===== src/rtl/request_unit_pkg.sv =====
`default_nettype none
// ============================================================================
// Module      : request_unit_pkg
// Description : Shared types for the multi-channel request unit: per-channel
//               state encoding and latched request type.
// Revision    : 1.0 - initial release
// ============================================================================
package request_unit_pkg;

  typedef enum logic [1:0] {
    RU_IDLE   = 2'd0,
    RU_DPEND  = 2'd1,
    RU_HALTED = 2'd2
  } ru_state_t;

  typedef enum logic {
    RU_READ  = 1'b0,
    RU_WRITE = 1'b1
  } ru_type_t;

endpackage : request_unit_pkg
`default_nettype wire


===== src/rtl/request_unit_mc_rr_arbiter.sv =====
`default_nettype none
// ============================================================================
// Module      : rr_arbiter
// Description : Combinational round-robin selector. Grants the first
//               requester at or after ptr, wrapping modulo N.
//   req   in  N      request vector
//   ptr   in  PTR_W  highest-priority index
//   gnt   out N      one-hot grant, or 0 when no request
// Revision    : 1.0 - initial release
// ============================================================================
module rr_arbiter #(
  parameter int N     = 2,
  parameter int PTR_W = 1
) (
  input  logic [N-1:0]     req,
  input  logic [PTR_W-1:0] ptr,
  output logic [N-1:0]     gnt
);

  logic w_found;

  // First pass covers ptr..N-1, second pass wraps around to 0..ptr-1.
  always_comb begin
    gnt     = '0;
    w_found = 1'b0;
    for (int j = 0; j < N; j++) begin
      if (!w_found && req[j] && (j >= int'(ptr))) begin
        gnt[j]  = 1'b1;
        w_found = 1'b1;
      end
    end
    for (int j = 0; j < N; j++) begin
      if (!w_found && req[j]) begin
        gnt[j]  = 1'b1;
        w_found = 1'b1;
      end
    end
  end

endmodule : rr_arbiter
`default_nettype wire


===== src/rtl/request_unit_mc.sv =====
`default_nettype none
// ============================================================================
// Module      : request_unit_mc
// Description : Multi-channel request unit. Each channel holds a data read or
//               write request from its issuing ihit until the matching dhit
//               and gates instruction fetch after halt. All channels share one
//               data port through a registered round-robin grant.
// Optional    : REQ_TIMEOUT_EN - per-channel granted-request timeout counters.
//               Without it, timeout is tied to 0.
// Ports       : CLK, RST (sync, active-high)
//               halt/iREN/dREN/dWEN/ihit/dhit  in  [NCH] per-channel controls
//               imemREN                        out [NCH] fetch request
//               dmemREN/dmemWEN                out [NCH] granted data request
//               dgrant                         out [NCH] one-hot grant or 0
//               dbusy                          out       OR of dgrant
//               timeout                        out [NCH] granted request stalled
// Revision    : 1.0 - initial release
// ============================================================================
module request_unit_mc
  import request_unit_pkg::*;
#(
  parameter int NCH            = 2,
  parameter int TIMEOUT_CYCLES = 255
) (
  input  logic           CLK,
  input  logic           RST,
  input  logic [NCH-1:0] halt,
  input  logic [NCH-1:0] iREN,
  input  logic [NCH-1:0] dREN,
  input  logic [NCH-1:0] dWEN,
  input  logic [NCH-1:0] ihit,
  input  logic [NCH-1:0] dhit,
  output logic [NCH-1:0] imemREN,
  output logic [NCH-1:0] dmemREN,
  output logic [NCH-1:0] dmemWEN,
  output logic [NCH-1:0] dgrant,
  output logic           dbusy,
  output logic [NCH-1:0] timeout
);

  localparam int PTR_W = (NCH > 1) ? $clog2(NCH) : 1;

  ru_state_t        r_state    [NCH];
  ru_state_t        w_state_nxt[NCH];
  ru_type_t         r_type     [NCH];
  ru_type_t         w_type_nxt [NCH];

  logic [NCH-1:0]   r_dgrant;
  logic [PTR_W-1:0] r_ptr;
  logic [NCH-1:0]   w_gnt;
  logic [NCH-1:0]   w_grant_load;
  logic [NCH-1:0]   w_pend;
  logic [NCH-1:0]   w_new_req;
  logic [NCH-1:0]   w_halt_hit;
  logic [NCH-1:0]   w_release_vec;
  logic             w_release;
  logic [NCH-1:0]   w_is_read;
  logic [NCH-1:0]   w_is_write;
  logic [PTR_W-1:0] w_gidx;
  logic [PTR_W-1:0] w_ptr_nxt;

  assign w_new_req     = ihit & (dREN | dWEN);
  assign w_halt_hit    = ihit & halt;
  assign w_release_vec = r_dgrant & dhit;  // dhit on a non-granted channel is ignored
  assign w_release     = |w_release_vec;
  assign w_grant_load  = (r_dgrant == '0) ? w_gnt : '0;

  // --------------------------------------------------------------------------
  // Per-channel FSM
  // --------------------------------------------------------------------------
  always_comb begin
    for (int i = 0; i < NCH; i++) begin
      w_state_nxt[i] = r_state[i];
      w_type_nxt[i]  = r_type[i];
      w_pend[i]      = (r_state[i] == RU_DPEND);
      w_is_read[i]   = (r_type[i] == RU_READ);
      w_is_write[i]  = (r_type[i] == RU_WRITE);
      imemREN[i]     = iREN[i] & (r_state[i] != RU_HALTED) & ~RST;
      case (r_state[i])
        RU_IDLE: begin
          if (w_halt_hit[i]) begin
            w_state_nxt[i] = RU_HALTED;
          end else if (w_new_req[i]) begin
            w_state_nxt[i] = RU_DPEND;
            w_type_nxt[i]  = dWEN[i] ? RU_WRITE : RU_READ;
          end
        end
        RU_DPEND: begin
          // A new request or halt is only taken together with the releasing
          // dhit; until then the pending type is held untouched.
          if (w_release_vec[i]) begin
            if (w_halt_hit[i]) begin
              w_state_nxt[i] = RU_HALTED;
            end else if (w_new_req[i]) begin
              w_state_nxt[i] = RU_DPEND;
              w_type_nxt[i]  = dWEN[i] ? RU_WRITE : RU_READ;
            end else begin
              w_state_nxt[i] = RU_IDLE;
            end
          end
        end
        RU_HALTED: w_state_nxt[i] = RU_HALTED;
        default:   w_state_nxt[i] = RU_IDLE;
      endcase
    end
  end

  always_ff @(posedge CLK) begin
    for (int i = 0; i < NCH; i++) begin
      if (RST) begin
        r_state[i] <= RU_IDLE;
        r_type[i]  <= RU_READ;
      end else begin
        r_state[i] <= w_state_nxt[i];
        r_type[i]  <= w_type_nxt[i];
      end
    end
  end

  // --------------------------------------------------------------------------
  // Shared-port arbitration
  // --------------------------------------------------------------------------
  rr_arbiter #(
    .N     (NCH),
    .PTR_W (PTR_W)
  ) u_arb (
    .req (w_pend),
    .ptr (r_ptr),
    .gnt (w_gnt)
  );

  always_comb begin
    w_gidx = '0;
    for (int i = 0; i < NCH; i++) begin
      if (r_dgrant[i]) begin
        w_gidx = PTR_W'(i);
      end
    end
    w_ptr_nxt = (w_gidx == PTR_W'(NCH - 1)) ? '0 : (w_gidx + 1'b1);
  end

  // A grant is only loaded while the port is free, so the release edge always
  // leaves one grant-free cycle before the next owner.
  always_ff @(posedge CLK) begin
    if (RST) begin
      r_dgrant <= '0;
      r_ptr    <= '0;
    end else if (r_dgrant != '0) begin
      if (w_release) begin
        r_dgrant <= '0;
        r_ptr    <= w_ptr_nxt;
      end
    end else begin
      r_dgrant <= w_gnt;
    end
  end

  assign dgrant  = r_dgrant;
  assign dbusy   = |r_dgrant;
  assign dmemREN = r_dgrant & w_is_read;
  assign dmemWEN = r_dgrant & w_is_write;

  // --------------------------------------------------------------------------
  // Granted-request timeout
  // --------------------------------------------------------------------------
`ifdef REQ_TIMEOUT_EN
  localparam int CNT_W = $clog2(TIMEOUT_CYCLES + 1);

  logic [CNT_W-1:0] r_cnt [NCH];
  logic [NCH-1:0]   r_timeout;

  always_ff @(posedge CLK) begin
    for (int i = 0; i < NCH; i++) begin
      if (RST) begin
        r_cnt[i]     <= '0;
        r_timeout[i] <= 1'b0;
      end else begin
        if (w_grant_load[i]) begin
          r_cnt[i] <= '0;
        end else if (r_dgrant[i] && (r_cnt[i] != CNT_W'(TIMEOUT_CYCLES))) begin
          r_cnt[i] <= r_cnt[i] + 1'b1;
        end
        // Flag rises on the same edge the count lands on the limit.
        if (w_release_vec[i]) begin
          r_timeout[i] <= 1'b0;
        end else if (r_dgrant[i] && (r_cnt[i] == CNT_W'(TIMEOUT_CYCLES - 1))) begin
          r_timeout[i] <= 1'b1;
        end
      end
    end
  end

  assign timeout = r_timeout;
`else
  assign timeout = '0;
`endif

endmodule : request_unit_mc
`default_nettype wire


===== config.mk =====
export PLATFORM = sky130hd
export DESIGN_NAME = request_unit_mc
export DESIGN_NICKNAME = d
export VERILOG_FILES = /design/src/rtl/request_unit_pkg.sv /design/src/rtl/request_unit_mc_rr_arbiter.sv /design/src/rtl/request_unit_mc.sv
export SDC_FILE = /design/constraint.sdc
export NUM_CORES = 1
export LEC_CHECK = 0
export ABC_AREA = 1
export CORE_MARGIN = 4
export CORE_UTILIZATION = 24
export DETAILED_ROUTE_END_ITERATION = 6
export PLACE_DENSITY = 0.59
export SLEW_MARGIN = 40
export SYNTH_ARGS = -nofsm -noshare
export SYNTH_HDL_FRONTEND = slang
export SYNTH_SLANG_ARGS = --single-unit

===== constraint.sdc =====
create_clock -name CLK -period 0.9 [get_ports CLK]
set_input_delay 0.135 -clock CLK [delete_from_list [all_inputs] [get_ports CLK]]
set_output_delay 0.135 -clock CLK [all_outputs]
set_load 0.01 [all_outputs]

==> metrics.txt, run 1 <==
outcome complete, but fails checks; failing checks negative setup slack; Worst EP arrival 0.91 ns; Hold WC Path Type in -> reg; global route total overflow 0; CP max stage delay 0.35 ns; Fmax 953 MHz; total number of vias 693; hold_sp RST; first-pass GRT wire length 2.52 mm; layout cells sized above 1 56.4%; synth cell count leaders nand2_1 (16), inv_1 (13), nor2_1 (13); Final Max Slew Viols 0; met3 Usage GRT 2.38%; Post-Synthesis Cells 96; CP endpoint kind output port; number of routed nets with antenna violations 0; drt drc 0; met1 Usage GRT 9.86%; M2 GR Usage 16.5%; share of the yosys chip area belonging to registers 27.6%; DIE HEIGHT 60.2 um; Power Dens Cells 1230 nW/um2; TritonCTS clock tree yes; # clock sinks 9; FF-to-FF End r_type[1]; Worst Hold Path EP r_state[0][0]; CTS Buf Count 3; Peak VDD IR 0.528 mV; most frequent cell after synthesis nand2_1; clock slew at reported path FFs 0.06 ns; I/O Buffers 22; ys flop type dfxtp_1; area growth from synthesis to layout 72.2%; Initial Util 25.7%; CP Cell Sequence inv_2 -> nor2_4 -> nor2_1 -> buf_2; DRT Wirelength 1.63 mm; GRT Overall Usage 9.25%; top-area cell type share of the netlist area 27.6%; initial DRC count 9; post-DP HPWL 1.26 mm; async set or reset register ratio after synthesis 0%; final worst setup slack -0.149 ns; Tcrit/Tclk final 117%; Syn Area/Cell 6.80 um2; antenna violations before repair 0; synthesized flop and latch total 9; clk root buf clkbuf_4; Worst Hold Path Cells 3; skew final 0.00586 ns; count of nets after finishing 148; unique cell type count in the Yosys netlist 19; Vias/cell 4.25; CTS Buffer Depth 2; Max Cap Viol 0; startpoint types register; first drt pass iteration count 3; RSZ-0062 raised after global routing yes; worst-skew pair later-pin latency 0.26 ns; vias in the first global route 644; Ys Warns 0; leakage 0.521 nW; # diodes 0; dominant cells by area after synthesis dfxtp_1 (28%), nand2_1 (9.2%), inv_1 (7.5%), nor2_1 (7.5%), nor2_4 (6.9%); Critical-path top delay cell dfxtp_2; post-synth top area cell dfxtp_1; final hold vios 0; placed insts 156; crit path max fanout 2; Critical Path RT 0.76 ns; die area 3620 um2; Die Wd 60.2 um; Placer Congestion 0.737; Avg WL per Cell 10.0 um; r2r startpoint r_state[1][1]; # H-tree levels 1; crit path time final 1.05 ns; flop-to-flop setup slack -0.10 ns; Core Area 2540 um2; Setup Viol. Count Final 18; CP Class reg -> out; worst reg2reg path depth 7; Site Rows 18; GRT busiest layer met2; I/O Pins 25; CTS Hold Bufs 0; Synth Cell Area 653 um2; fillers 253; EDFF count, synth 0; Cell Count, Final, Fillers Out 163; largest net degree at the start of global routing 8; worst slack, placed -0.603 ns
==> power breakdown <==
part / internal, mW / total (mW) / switching, mW
logic: 0.301 / 0.584 / 0.283
clock network: 0.171 / 0.311 / 0.140
registers: 0.442 / 0.490 / 0.0483
==> cell usage in the layout, fill, tap and decap left out, drive strengths merged <==
| cell type | Yosys | layout |
|---|---|---|
| nand3 | 5 | 5 |
| inv | 19 | 19 |
| clkdlybuf4s50 | 0 | 12 |
| nand2 | 23 | 23 |
| nor2 | 21 | 21 |
| o21ai | 4 | 4 |
| conb | 1 | 2 |
| dlygate4sd2 | 0 | 1 |
| clkbuf | 0 | 4 |
| buf | 4 | 23 |
| nand3b | 2 | 2 |
| o211ai | 1 | 1 |
| dfxtp | 9 | 9 |
| a21oi | 5 | 5 |
| nor3 | 2 | 2 |
==> flip-flops by register name, summed over array words and instances (netlist names) <==
signal,count
dgrant,2
r_ptr,1
r_state,4
r_type,2
==> layout make-up <==
type	instances	area, um2	share of cell area, %
Multi-Input combinational cell	65	478	42.5
Clock buffer	4	26.3	2.34
Tap cell	30	37.5	3.34
Sequential cell	9	196	17.5
Inverter	19	73.8	6.56
Timing Repair Buffer	36	313	27.8
==> timing repair <==
action / 4_1_cts / 5_1_grt
pin swaps: 6 / 6
gates resized for setup: 60 / 21
buffers inserted: 1 / 2
endpoints found under the setup margin: 18 / 18
cloned: 0 / 0
==> routing by layer <==
metal	share of wire, %	routed length, um	vias to the layer above
met5	0	0	-
met4	0.61	10	0
met3	9.0	146	2
met2	52	850	19
met1	38	623	311
li1	-	-	361
==> worst max-delay path, delay by kind of cell (launching register included) <==
| kind | cells | cell delay, ns |
|---|---|---|
| buffers and inverters | 2 | 0.19 |
| flip-flops | 1 | 0.35 |
| AND/OR/NAND/NOR | 2 | 0.12 |
==> metrics by stage <==
| step | util, % | power [mW] | hold slack, ns | setup TNS, ns | area, um2 |
|---|---|---|---|---|---|
| 2_1_floorplan | - | 0.751 | 0.360 | 0 | 658 |
| 3_3_place_gp | 38.2 | 0.961 | 0.463 | -4.92 | 971 |
| 3_5_place_dp | 38.2 | 0.970 | 0.478 | -5.06 | 971 |
| 4_1_cts | 40.3 | 1.33 | 0.344 | -1.35 | 1030 |
| 5_1_grt | 44.2 | 1.48 | 0.363 | -2.31 | 1120 |
| 6_report | 44.2 | 1.39 | 0.349 | -1.39 | 1120 |
==> worst max-delay path by stage <==
| stage | slack (ns) | startpoint | to | cells after the start |
|---|---|---|---|---|
| floorplan | 0.03 | r_state[1][0] | r_type[1] | 7 |
| global placement | -0.59 | RST | imemREN[0] | 5 |
| detailed placement | -0.60 | RST | imemREN[0] | 5 |
| CTS | -0.15 | r_state[0][1] | imemREN[0] | 4 |
| global route | -0.20 | r_state[1][1] | imemREN[1] | 4 |
| finish | -0.15 | r_state[1][1] | imemREN[1] | 4 |
==> cells by family (layout without fill, tap and decap cells) <==
kind of cell	count (synthesis)	in the layout	synth area share, %
compound gates	10	10	8.05
buf+inv	23	59	15.1
flops	9	9	27.6
other cells	1	2	0.574
simple gates	53	53	48.7
Power figures use the tool's default switching activity.
==> run 2: changes to the inputs <==
--- a/config.mk
+++ b/config.mk
@@ -5,11 +5,10 @@
 export SDC_FILE = /design/constraint.sdc
 export NUM_CORES = 1
 export LEC_CHECK = 0
-export ABC_AREA = 1
 export CORE_MARGIN = 4
 export CORE_UTILIZATION = 24
 export DETAILED_ROUTE_END_ITERATION = 6
-export PLACE_DENSITY = 0.59
+export PLACE_DENSITY = 0.61
 export SLEW_MARGIN = 40
 export SYNTH_ARGS = -nofsm -noshare
 export SYNTH_HDL_FRONTEND = slang
==> run 2 against run 1 <==
Net effect: clock skew about the same; the flow still finishes with violations (negative setup slack); largest cell class unchanged; critical endpoint is now r_type[0]; synthesized cell count shrank 34%; clock power rose by 5%; setup slack got worse by 0.16 ns.
==> metrics.txt, run 2 <==
outcome complete, but fails checks (unchanged); failing checks negative setup slack (unchanged); Worst Hold Path EP r_state[1][1] (was r_state[0][0]); layout cells sized above 1 62.0% (was 56.4%); CP endpoint kind register (was output port); Final Max Slew Viols 0 (unchanged); largest net degree at the start of global routing 10 (was 8); Worst EP arrival 1.40 ns (was 0.91 ns); final hold vios 0 (unchanged); clk root buf clkbuf_4 (unchanged); DRT Wirelength 1.82 mm (was 1.63 mm); Cell Area, Placed 928 um2 (was 971 um2); Ys Warns 0 (unchanged); Levels on crit path 3 (was 4); crit path max fanout 4 (was 2); Tcrit/Tclk final 134% (was 117%); post-layout instance area 1130 um2 (was 1120 um2); CTS Buffer Depth 2 (unchanged); total number of vias 606 (was 693); Initial Util 26.5% (was 25.7%); Synth Cell Area 546 um2 (was 653 um2); Site Rows 16 (was 18); Avg WL per Cell 13.5 um (was 10.0 um); share of the yosys chip area belonging to registers 33.0% (was 27.6%); I/O Pins 25 (unchanged); Max Cap Viol 0 (unchanged); Finished Core Util 54.9% (was 44.2%); Die Wd 55.7 um (was 60.2 um); Fin Hold WS 0.414 ns (was 0.349 ns); Worst Hold Path Cells 3 (unchanged); commonest non-fill, non-tap cell in the layout buf_4 (was nand2_1); Post-Synthesis Cells 63 (was 96); post-DP HPWL 1.30 mm (was 1.26 mm); kind of cell adding the most delay to the critical path simple AND/OR/NAND/NOR gates (was flip-flops); GRT Overall Usage 11.7% (was 9.25%); CTS Buf Count 3 (unchanged); dominant cells by area after synthesis dfxtp_1 (33%), nand2b_1 (6.9%), buf_4 (5.5%), a2111oi_4 (5.0%), a21oi_1 (4.6%) (was dfxtp_1 (28%), nand2_1 (9.2%), inv_1 (7.5%), nor2_1 (7.5%), nor2_4 (6.9%)); first-pass GRT wire length 2.77 mm (was 2.52 mm); Total Power 1.19 mW (was 1.39 mW); hold_sp RST (unchanged); Top reg by flops r_state (unchanged); number of routed nets with antenna violations 0 (unchanged); Critical-path top delay cell or3b_4 (was dfxtp_2); Cell Count, Final, Fillers Out 135 (was 163); worst reg2reg path depth 3 (was 7); final worst setup slack -0.305 ns (was -0.149 ns); vias in the first global route 604 (was 644); # clock sinks 9 (unchanged); r2r startpoint r_state[0][1] (was r_state[1][1]); top-area cell type share of the netlist area 33.0% (was 27.6%); CP Class reg -> reg (was reg -> out); max FFs per register 4 (unchanged); CP bufs+invs 0 (was 2); FF-to-FF End r_type[0] (was r_type[1]); first drt pass iteration count 4 (was 3); Peak VDD IR 0.788 mV (was 0.528 mV); crit path time final 1.20 ns (was 1.05 ns); flop-to-flop setup slack -0.30 ns (was -0.10 ns); leakage 0.468 nW (was 0.521 nW); Core Area 2060 um2 (was 2540 um2); global route total overflow 0 (unchanged); antenna violations before repair 0 (unchanged); Critical Path RT 1.10 ns (was 0.76 ns); most frequent cell after synthesis dfxtp_1 (was nand2_1); synth cell count leaders dfxtp_1 (9), nand2b_1 (6), a21oi_1 (5) (was nand2_1 (16), inv_1 (13), nor2_1 (13)); Fmax 830 MHz (was 953 MHz); Setup Viol. Count Final 17 (was 18); post-synth top area cell dfxtp_1 (unchanged); most frequent cells in the layout buf_4 (14), buf_6 (13), clkdlybuf4s50_1 (11) (was nand2_1 (13), clkdlybuf4s50_1 (12), buf_4 (10)); Syn Area/Cell 8.66 um2 (was 6.80 um2); skew final 0.00610 ns (was 0.00586 ns); DIE HEIGHT 55.7 um (was 60.2 um); Power Dens Cells 1050 nW/um2 (was 1230 nW/um2); drt drc 0 (unchanged); RSZ-0062 raised after global routing yes (unchanged); I/O Buffers 22 (unchanged); synthesized flop and latch total 9 (unchanged); # H-tree levels 1 (unchanged); async set or reset register ratio after synthesis 0% (unchanged); CP Cell Sequence or3b_4 -> a211oi_2 -> mux2i_1 (was inv_2 -> nor2_4 -> nor2_1 -> buf_2); unique cell type count in the Yosys netlist 28 (was 19); EDFF count, synth 0 (unchanged); Hold WC Path Type in -> reg (unchanged); area growth from synthesis to layout 108% (was 72.2%); clock slew at reported path FFs 0.07 ns (was 0.06 ns); worst-skew pair later-pin latency 0.27 ns (was 0.26 ns); ys flop type dfxtp_1 (unchanged); TritonCTS clock tree yes (unchanged); die area 3100 um2 (was 3620 um2); Placer Congestion 0.752 (was 0.737); initial DRC count 2 (was 9); Vias/cell 4.49 (was 4.25); # diodes 0 (unchanged); count of nets after finishing 123 (was 148); placed insts 127 (was 156); startpoint types register (unchanged); CP max stage delay 0.40 ns (was 0.35 ns)
run 2: kinds of logic (layout without fill, tap and decap cells):
family	count (synthesis)	count (layout)	share of synthesized area (%)
compound gates	14	14	21.8
simple gates	29	29	32.6
other cells	1	2	0.687
flops	9	9	33.0
mux	2	2	3.67
buf+inv	8	52	8.26
run 2: routing by layer:
layer | GRT usage [%] | routed length, um
met3 | 4.18 | 93
met2 | 21.1 | 992
met4 | 6.25 | 46
met1 | 11.5 | 685
met5 | 0 | 0
run 2: worst max-delay path by stage:
stage,start,endpoint,slack (ns)
final,r_state[0][1],r_type[0],-0.30
after global routing,r_state[0][1],r_type[0],-0.35
after CTS,r_state[1][1],imemREN[1],-0.31
after detailed placement,RST,imemREN[1],-0.67
after global placement,RST,imemREN[0],-0.65
after floorplan,r_state[0][1],r_type[0],-0.22
run 2: timing repair:
action	4_1_cts	5_1_grt
setup buffers	3	2
hold buffers	0	0
pin swaps	9	11
gates resized for setup	69	17
setup endpoints to repair	18	18
run 2: layout make-up:
type,count,area (um2)
clock buffer,4,26.3
inverter,4,15.0
sequential,9,195
fill,211,930
timing repair buffer,44,399
tap,27,33.8
multi-input combinational,47,463
run 2: stage by stage:
step	setup TNS (ns)	setup WS, ns
after floorplan	-0.568	-0.218
after global placement	-6.04	-0.648
after detailed placement	-6.30	-0.672
after CTS	-3.00	-0.308
after global routing	-3.60	-0.348
final	-2.95	-0.305
run 2: power breakdown:
group          internal (mW)  switching, mW
logic                  0.249          0.165
clock network          0.172          0.156
registers              0.421         0.0304
total                  0.842          0.352
run 2: worst min-delay path: cells and delay by family:
kind	cells	cell delay [ns]
AOI/OAI and AO/OA	1	0.04
buffers and inverters	2	0.48
==> run 3: changes to the inputs <==
--- a/config.mk
+++ b/config.mk
@@ -13,3 +13,4 @@
 export SYNTH_ARGS = -nofsm -noshare
 export SYNTH_HDL_FRONTEND = slang
 export SYNTH_SLANG_ARGS = --single-unit
+export TNS_END_PERCENT = 20
==> run 3 against run 2 <==
Net effect: register-to-register slack improved by 0.04 ns; sequential cell count unchanged; combinational power decreased by 14%; clock skew decreased by 0.0033 ns; the run still ends with negative setup slack left; clock power decreased by 3%; utilization decreased by 5.5 points; non-clock buffer count decreased by 2; sequential share of layout area increased by 1.7 points; sequential power decreased by 1%.
==> metrics.txt, run 3 (same netlist as run 2, synthesis figures left out) <==
final hold vios 0 (unchanged); storage element area 193 um2 (was 195 um2); Placer Congestion 0.772 (was 0.752); Vias/cell 4.39 (was 4.49); startpoint types register (unchanged); leakage 0.427 nW (was 0.468 nW); total number of vias 584 (was 606); failing checks negative setup slack (unchanged); flop-to-flop setup slack -0.27 ns (was -0.30 ns); first-pass GRT wire length 2.51 mm (was 2.77 mm); Critical Path RT 1.09 ns (was 1.10 ns); area growth from synthesis to layout 86.9% (was 108%); Seq pwr share 39.9% (was 37.8%); outcome complete, but fails checks (unchanged); post-DP HPWL 1.16 mm (was 1.30 mm); crit path time final 1.17 ns (was 1.20 ns); Final Max Slew Viols 0 (unchanged); drt drc 0 (unchanged); Tcrit/Tclk final 130% (was 134%); I/O Buffers 22 (unchanged); Logic pwr share 31.7% (was 34.7%); clk root buf clkbuf_4 (unchanged); final worst setup slack -0.269 ns (was -0.305 ns); max FFs per register 4 (unchanged); crit path max fanout 3 (was 4); Power Dens Cells 1100 nW/um2 (was 1050 nW/um2); Fin Hold WS 0.469 ns (was 0.414 ns); Fmax 856 MHz (was 830 MHz); skew final 0.00281 ns (was 0.00610 ns); CP endpoint kind register (unchanged); final setup TNS -2.56 ns (was -2.95 ns); # clock sinks 9 (unchanged); most frequent cells in the layout buf_4 (15), clkdlybuf4s50_1 (12), buf_6 (8) (was buf_4 (14), buf_6 (13), clkdlybuf4s50_1 (11)); footprint of the multi-input gates 390 um2 (was 463 um2); Setup Viol. Count Final 16 (was 17); I/O Pins 25 (unchanged); Avg WL per Cell 11.2 um (was 13.5 um); clock slew at reported path FFs 0.07 ns (about the same); Top reg by flops r_state (unchanged); Peak VDD IR 0.557 mV (was 0.788 mV); Die Wd 55.7 um (unchanged); worst-skew pair later-pin latency 0.26 ns (was 0.27 ns); CTS Hold Bufs 0 (unchanged); Clk pwr share 28.4% (was 27.5%); count of nets after finishing 121 (was 123); number of routed nets with antenna violations 0 (unchanged); DRT Wirelength 1.50 mm (was 1.82 mm); Worst EP arrival 1.36 ns (was 1.40 ns); GRT Overall Usage 10.3% (was 11.7%); RSZ-0062 raised after global routing yes (unchanged); TritonCTS clock tree yes (unchanged); Core Area 2060 um2 (unchanged); Initial Util 26.5% (unchanged); largest net degree at the start of global routing 12 (was 10); fillers 193 (was 211); Int Power 0.811 mW (was 0.842 mW); CTS Buf Count 3 (unchanged); antenna violations before repair 0 (unchanged); P_sw 0.308 mW (was 0.352 mW); CTS Buffer Depth 2 (unchanged); initial DRC count 11 (was 2); Max Cap Viol 0 (unchanged); switching part of the total 27.5% (was 29.5%); layout cells sized above 1 53.8% (was 62.0%); Hold WC Path Type in -> reg (unchanged); DIE HEIGHT 55.7 um (unchanged); # diodes 0 (unchanged); first drt pass iteration count 4 (unchanged); global route total overflow 0 (unchanged); CP Class reg -> reg (unchanged); Site Rows 16 (unchanged); commonest non-fill, non-tap cell in the layout buf_4 (unchanged); # H-tree levels 1 (unchanged); die area 3100 um2 (unchanged); vias in the first global route 577 (was 604)
## run 3: metrics by stage
stage                     setup slack, ns  instances  total power, mW  instance area, um2  utilization [%]
after floorplan                    -0.223         64            0.579                 549                -
after global placement             -0.653        126            0.748                 901             43.7
after detailed placement           -0.662        126            0.752                 901             43.7
after CTS                          -0.303        131             1.10                 952             46.2
after global routing               -0.329        133             1.20                1020             49.5
final                              -0.269        133             1.12                1020             49.5
## run 3: cell type report
| class | count | area share [%] |
|---|---|---|
| flip-flops and latches | 9 | 18.9 |
| clock buffers | 4 | 2.58 |
| well taps | 27 | 3.31 |
| multi-input cells | 47 | 38.3 |
| inverters | 4 | 1.47 |
| repair buffers | 42 | 35.5 |
## run 3: path summary, 6_finish.rpt
| check | from | to | depth (start not counted) |
|---|---|---|---|
| worst max register to register | r_state[0][1] | r_type[0] | 3 |
| worst min register to register | r_type[1] | r_type[1] | 2 |
| worst min-delay path | RST | dgrant[0] | 3 |
| worst max-delay path | r_state[0][1] | r_type[0] | 3 |
## run 3: power groups by stage
stage                     registers (mW)  clock network, mW  logic [mW]
after floorplan                    0.450                  0       0.129
after global placement             0.447                  0       0.301
after detailed placement           0.448                  0       0.305
after CTS                          0.443              0.338       0.316
after global routing               0.450              0.363       0.384
final                              0.447              0.318       0.355
## run 3: timing repair
action | in CTS | in global routing
gates cloned | 0 | 0
setup buffers | 1 | 2
gates resized for setup | 52 | 20
setup endpoints to repair | 18 | 18
pin swaps | 7 | 3
## run 3: per-layer routing
metal  wire (um)  GRT usage [%]  vias to the layer above
li1            -              -                      300
met1         662           11.7                      266
met2         722           16.9                       16
met3         101           4.18                        2
met4           9           4.17                        0
met5           0              0                        -
## run 3: critical path, stage by stage (launching register included)
cell and delay, ns:
dfxtp_2 0.33, or3b_1 0.39, a211oi_2 0.19, mux2i_1 0.19
